**config.mk**
```make
export PLATFORM = sky130hd
export DESIGN_NAME = cursor_ctrl
export DESIGN_NICKNAME = d
export VERILOG_FILES = /design/src/rtl/cursor_ctrl.sv
export SDC_FILE = /design/constraint.sdc
export NUM_CORES = 1
export LEC_CHECK = 0
export ABC_AREA = 1
export CAP_MARGIN = 15
export CELL_PAD_IN_SITES_DETAIL_PLACEMENT = 1
export CELL_PAD_IN_SITES_GLOBAL_PLACEMENT = 2
export CORE_MARGIN = 2
export CORE_UTILIZATION = 28
export DETAILED_ROUTE_END_ITERATION = 16
export PLACE_DENSITY_LB_ADDON = 0.1
export SYNTH_ARGS = -nofsm -noshare
export SYNTH_HDL_FRONTEND = slang
export SYNTH_SLANG_ARGS = --single-unit
```
**constraint.sdc**
```tcl
create_clock -name clk -period 2.2 [get_ports clk]
set_input_delay 0.44 -clock clk [delete_from_list [all_inputs] [get_ports clk]]
set_output_delay 0.44 -clock clk [all_outputs]
set_load 0.05 [all_outputs]
```
**src/rtl/cursor_ctrl.sv**
```systemverilog
`default_nettype none
// ============================================================================
// Module   : cursor_ctrl
// Purpose  : PS/2 keyboard cursor and select control for a BOARD_W x BOARD_H
//            grid. Typematic repeats are filtered out by a make/break tracker.
// Macro    : CURSOR_CTRL_WRAP_EN makes the cursor wrap at the board edges.
//            When it is undefined, the cursor saturates at the edges.
// Revision : 1.0 - initial release
// ============================================================================
module cursor_ctrl #(
  parameter int BOARD_W = 8,
  parameter int BOARD_H = 8
) (
  input  logic        clk,
  input  logic        rstn,
  input  logic [10:0] key_event,
  input  logic        game_over,
  output logic [3:0]  cursor_x,
  output logic [3:0]  cursor_y,
  output logic        is_pressed,
  output logic        moved
);

`ifdef CURSOR_CTRL_WRAP_EN
  localparam bit c_WRAP = 1'b1;
`else
  localparam bit c_WRAP = 1'b0;
`endif
  localparam logic [4:0] c_XMAX = 5'(BOARD_W - 1);
  localparam logic [4:0] c_YMAX = 5'(BOARD_H - 1);

  typedef enum logic [0:0] {IDLE = 1'b0, HELD = 1'b1} state_t;

  state_t      state_q;
  logic [8:0]  held_key_q;
  logic [3:0]  x_q, y_q;
  logic        moved_q, pressed_q;

  logic        w_valid, w_brk;
  logic [8:0]  w_key;
  logic        w_up, w_dn, w_lf, w_rt, w_sel, w_mapped;
  logic        w_accept, w_release, w_act;
  logic [4:0]  w_x5, w_y5;
  logic [4:0]  x_d, y_d;
  logic        moved_d, pressed_d;

  assign w_valid = key_event[10];
  assign w_brk   = key_event[8];
  assign w_key   = {key_event[9], key_event[7:0]};

  assign w_up  = (w_key == 9'h175) || (w_key == 9'h01D);
  assign w_dn  = (w_key == 9'h172) || (w_key == 9'h01B);
  assign w_lf  = (w_key == 9'h16B) || (w_key == 9'h01C);
  assign w_rt  = (w_key == 9'h174) || (w_key == 9'h023);
  assign w_sel = (w_key == 9'h05A) || (w_key == 9'h029);
  assign w_mapped = w_up | w_dn | w_lf | w_rt | w_sel;

  // A make equal to the held key is a typematic repeat unless the tracker is idle.
  assign w_accept  = w_valid && !w_brk && w_mapped &&
                     ((state_q == IDLE) || (w_key != held_key_q));
  assign w_release = w_valid && w_brk && (state_q == HELD) && (w_key == held_key_q);
  assign w_act     = w_accept && !game_over;

  assign w_x5 = {1'b0, x_q};
  assign w_y5 = {1'b0, y_q};

  always_comb begin
    x_d = w_x5;
    y_d = w_y5;
    if (w_lf) begin
      if (w_x5 == 5'd0) x_d = c_WRAP ? c_XMAX : w_x5;
      else              x_d = w_x5 - 5'd1;
    end else if (w_rt) begin
      if (w_x5 == c_XMAX) x_d = c_WRAP ? 5'd0 : w_x5;
      else                x_d = w_x5 + 5'd1;
    end else if (w_up) begin
      if (w_y5 == 5'd0) y_d = c_WRAP ? c_YMAX : w_y5;
      else              y_d = w_y5 - 5'd1;
    end else if (w_dn) begin
      if (w_y5 == c_YMAX) y_d = c_WRAP ? 5'd0 : w_y5;
      else                y_d = w_y5 + 5'd1;
    end
  end

  assign moved_d   = w_act && ((x_d != w_x5) || (y_d != w_y5));
  assign pressed_d = w_act && w_sel;

  always_ff @(posedge clk) begin
    if (!rstn) begin
      state_q    <= IDLE;
      held_key_q <= 9'd0;
      x_q        <= 4'd0;
      y_q        <= 4'd0;
      moved_q    <= 1'b0;
      pressed_q  <= 1'b0;
    end else begin
      // The hold tracker keeps running while game_over freezes the cursor.
      if (w_accept) begin
        state_q    <= HELD;
        held_key_q <= w_key;
      end else if (w_release) begin
        state_q    <= IDLE;
      end
      if (w_act) begin
        x_q <= x_d[3:0];
        y_q <= y_d[3:0];
      end
      moved_q   <= moved_d;
      pressed_q <= pressed_d;
    end
  end

  assign cursor_x   = x_q;
  assign cursor_y   = y_q;
  assign is_pressed = pressed_q;
  assign moved      = moved_q;

endmodule
`default_nettype wire

```
# Word level (Yosys, flattened, before mapping)

Index checks and enable logic that the tools add are counted.

Register bits after elaboration: 20
Input port bits: 14
Output and inout port bits: 10
Word-level logic and storage cells: 64

Add/subtract/negate cells: 4
Eq/ne operators: 16
Mux-type cells: 12
Bitwise operators: 5
Reduce and logical (&&, ||, !) cells: 21

Operators with widths:

| operator                                         | count |
|---|---|
| two-way mux 5 bit                                | 10 |
| == test 9 bit, second input constant             | 4 |
| == test 9 x 5 -> 1 bit, second input constant    | 3 |
| == test 9 x 6 -> 1 bit, second input constant    | 2 |
| adder 4 x 1 -> 5 bit, second input constant      | 2 |
| zero test 5 bit                                  | 2 |
| inequality test 5 x 4 -> 1 bit                   | 2 |
| subtractor 4 x 1 -> 5 bit, second input constant | 2 |
| == test 9 x 7 -> 1 bit, second input constant    | 1 |
| == test 9 bit                                    | 1 |
| logical AND 1 bit                                | 9 |
| inequality test 9 bit                            | 1 |
| == test 4 x 3 -> 1 bit, second input constant    | 2 |
| logical OR 1 bit                                 | 7 |
| OR 1 bit                                         | 4 |
| zero test 1 bit                                  | 2 |
| two-way mux 1 bit                                | 2 |
| nonzero test 2 bit                               | 1 |
| NOT 1 bit                                        | 1 |

# Longest topological paths before layout

Gate-level depths: netlist of the first run.

Depth in word-level cells: 10
Mapped depth: 15
Mapped depth without buffers: 13

# Worst setup path before layout of the first run

OpenSTA, ideal clock, no wires.

Path kind: register to register
Start point: reg y_q[1], in the netlist cursor_y[1]
End point: reg y_q[1], in the netlist cursor_y[1]
Library setup time: 0.064 ns
Data arrival time: 1.658 ns
Data required time: 2.136 ns
Setup slack: 0.479 ns
Cell stages (with the launch flop): 10
Buffers on the path: 0
Clock period less this slack: 1.721 ns
Cell sequence: dfxtp_1 -> inv_1 -> ha_1 -> nand2_1 -> nor2_1 -> a21oi_1 -> nor2_1 -> a31oi_1 -> nor2_1 -> nor2_1

Word-level cells in the longest chain between the ends: 6
Elaborated cells on any way between the ends: 10
Those cells by class: add/sub (2); eq/ne (1); mux (6); reduce/logical (1)

Ends and longest elaborated chain:

| item                                                                  | RTL line | source |
|---|---|---|
| from (decl)                                                           | 36       | `logic [3:0] x_q, y_q;` |
| from (signal assigned)                                                | 106      | `y_q <= y_d[3:0];` |
| adder 4 x 1 -> 5 bit / == test 4 x 3 -> 1 bit (equally long branches) | 81, 80   |  |
| two-way mux 5 bit                                                     | 80       | `if (w_y5 == c_YMAX) y_d = c_WRAP ? 5'd0 : w_y5;` |
| two-way mux 5 bit                                                     | 79       | `end else if (w_dn) begin` |
| two-way mux 5 bit                                                     | 76       | `end else if (w_up) begin` |
| two-way mux 5 bit                                                     | 73       | `end else if (w_rt) begin` |
| two-way mux 5 bit *                                                   | 70       | `if (w_lf) begin` |

Every way passes the cells marked *; elsewhere a longest branch is shown, timed or not.
A chain may end at the register's enable or synchronous reset.

# Final worst setup path of the first run

Start point: reg y_q[2], in the netlist cursor_y[2]
End point: out cursor_y[2]

RTL lines:

| item      | RTL line | source |
|---|---|---|
| to (decl) | 19       | `output logic [3:0] cursor_y,` |

No word-level cell between the ends.

==> metrics.txt, run 1 <==
outcome completed; # setup viols final 0; CP delay by family, top buffers and inverters; met1 wire length 2740 um; Initial Utilization 29.4%; Routed wire per std cell 12.9 um; Total GRT Usage 18.0%; initial drt markers 53; clk root buf clkbuf_8; Seq/Total Area, Yosys 24.3%; post-synth top area cell dfxtp_1; ranking of synthesized cells by area dfxtp_1 (24%), nand2_1 (16%), nor2_1 (11%); Clock Tree Buf Depth 2; Crit path largest cell delay 0.86 ns; count of cell types in the netlist 30; Hold WC Path Type reg2reg; layout cells sized above 1 19.0%; Sinks on Clock Net 20; largest net degree at the start of global routing 19; CP max-delay cell clkdlybuf4s50_1; Core ar. 5610 sq um; Netlist Area Pre-Place 1650 sq um; CTS tree yes; DRC viols 0; Site Rows 27; Worst setup EP type output port; fin crit share 93.8%; top layer in use met4; Leak Pwr 1.14 nW; Fin Setup TNS 0 ns; Syn Area/Cell 5.84 sq um; CP max FO 7; CTS Buf Count 3; Max Fclk 485 MHz; Clock Pin Slew Worst Setup and Hold Paths 0.08 ns; commonest non-fill, non-tap cell in the layout nand2_1; post-detailed-placement half-perimeter wirelength 4160 um; Die W 80.7 um; Worst-Margin Slew 0.502 ns; Via density 4.67; area share of the largest cell type after synthesis 24.3%; flop2flop setup slack 0.58 ns; Post-synth EDFFs 0; async set or reset register ratio after synthesis 0%; global placement routability congestion 0.814; Final Instance Area 2260 sq um; Die Ht 80.7 um; Final min period 2.06 ns; syn_nets 301; die area 6510 sq um; most frequent cells in the layout nand2_1 (67), nor2_1 (46), inv_1 (33); vias in the first global route 1987; Remaining Overflow, GRT 0; Ports 24; Clock Skews 0.00461 ns; cts hold-fix bufs 0; slew margin rel. 66.4%; max_cap viols 0; DR pass1 iterations 4; initial antenna violation count 0; metal2 WL 2290 um; post-synthesis register bit count 20; PwrDens 377 nW/um^2; Cells after Synth 282; dpl cell area 2140 sq um; first-pass GRT wire length 9140 um; RSZ-0062 raised after global routing false; Final Hold Viols 0; data required time at the worst endpoint 1.76 ns; Area Growth Syn to Fin 37.2%; met3 wire len 138 um; Primary FF master, synth dfxtp_1; final-stage net count 352; ANT cells 0; Clk Latency, worst-skew pair 0.27 ns; via count 1880; yosys warns 0; Crit Path Category reg2out; pins over their slew limit 0; Critical path buffers and inverters 1; Max VDD drop 0.195 mV; fillcell total 769; cells along the critical path clkdlybuf4s50_1; PortBufs 23; Worst setup SP type register; CP Data Arrival Time 1.62 ns; Final ANT Viol Nets 0; Detailed Route WL 5220 um; H-tree Lvls 1
-- flip-flops by register name (all words and copies together), names as in the netlist --
| register | count |
|---|---|
| is_pressed | 1 |
| held_key_q | 9 |
| cursor_x | 4 |
| moved | 1 |
| cursor_y | 4 |
| state_q | 1 |
-- routing by layer --
layer / GRT usage [%] / vias up
met4: 4.58 / 0
met2: 28.7 / 21
met5: 0 / -
met1: 25.6 / 863
met3: 1.91 / 5
li1: - / 991
-- synth_stat cells (2+ instances only) --
cell type,n
buf_2,2
nand2_4,2
dfxtp_1,20
nor2_1,49
a21oi_1,15
nand2_2,4
o22ai_1,2
buf_6,2
xor2_1,3
inv_2,6
nand2_1,71
nor3_2,2
inv_1,33
nor3_1,2
nor2_4,2
nor2_2,3
nand3_1,21
o21ai_0,22
ha_1,5
nand4_1,6
-- per-stage QoR --
step	cells	power, mW	hold WS, ns	setup slack [ns]	util, %
finish	403	0.850	0.467	0.137	40.3
CTS	403	0.857	0.473	0.0277	39.1
detailed placement	400	0.589	0.460	-0.335	38.2
global placement	400	0.588	0.455	-0.360	38.2
floorplan	282	0.497	0.436	0.479	-
global route	403	0.902	0.497	0.0275	40.3
-- kinds of logic after synthesis --
kind of cell	Yosys count	share of synthesized area, %
compound gates	43	13.6
simple gates	164	44.4
fa+ha+maj	5	3.80
xor+xnor	4	2.13
buf+inv	46	11.8
flops	20	24.3
-- path summary, 6_finish.rpt --
path / endpoint / cells after the start / from
worst min register to register: state_q / 2 / state_q
worst max-delay path: cursor_y[2] / 1 / cursor_y[2]
worst min-delay path: state_q / 2 / state_q
worst max register to register: held_key_q[3] / 10 / held_key_q[7]
-- area by class of cell --
type	count	area [sq um]	share of cell area, %
Multi-Input combinational cell	216	1100	48.9
Timing Repair Buffer	53	475	21.1
Sequential cell	20	400	17.7
Inverter	39	146	6.48
Tap cell	72	90.1	3.99
Clock buffer	3	41.3	1.83
-- power by group --
part           internal, mW  switching, mW  leakage, nW
registers             0.371        0.00723        0.162
clock network         0.123          0.139       0.0216
logic                0.0852          0.125        0.954
-- repair_timing --
| action | CTS | global route |
|---|---|---|
| pin swaps | 0 | 1 |
| endpoints found under the setup margin | 6 | 18 |
| setup buffers | 0 | 0 |
| resized for setup | 1 | 26 |
(Power assumes the default switching activity.)
==> inputs of run 2 (changes only) <==
ABC_CLOCK_PERIOD_IN_PS = 2200   (was default)
==> results of run 2 <==
The final DEF is identical to that of run 1; final timing and power are the same.
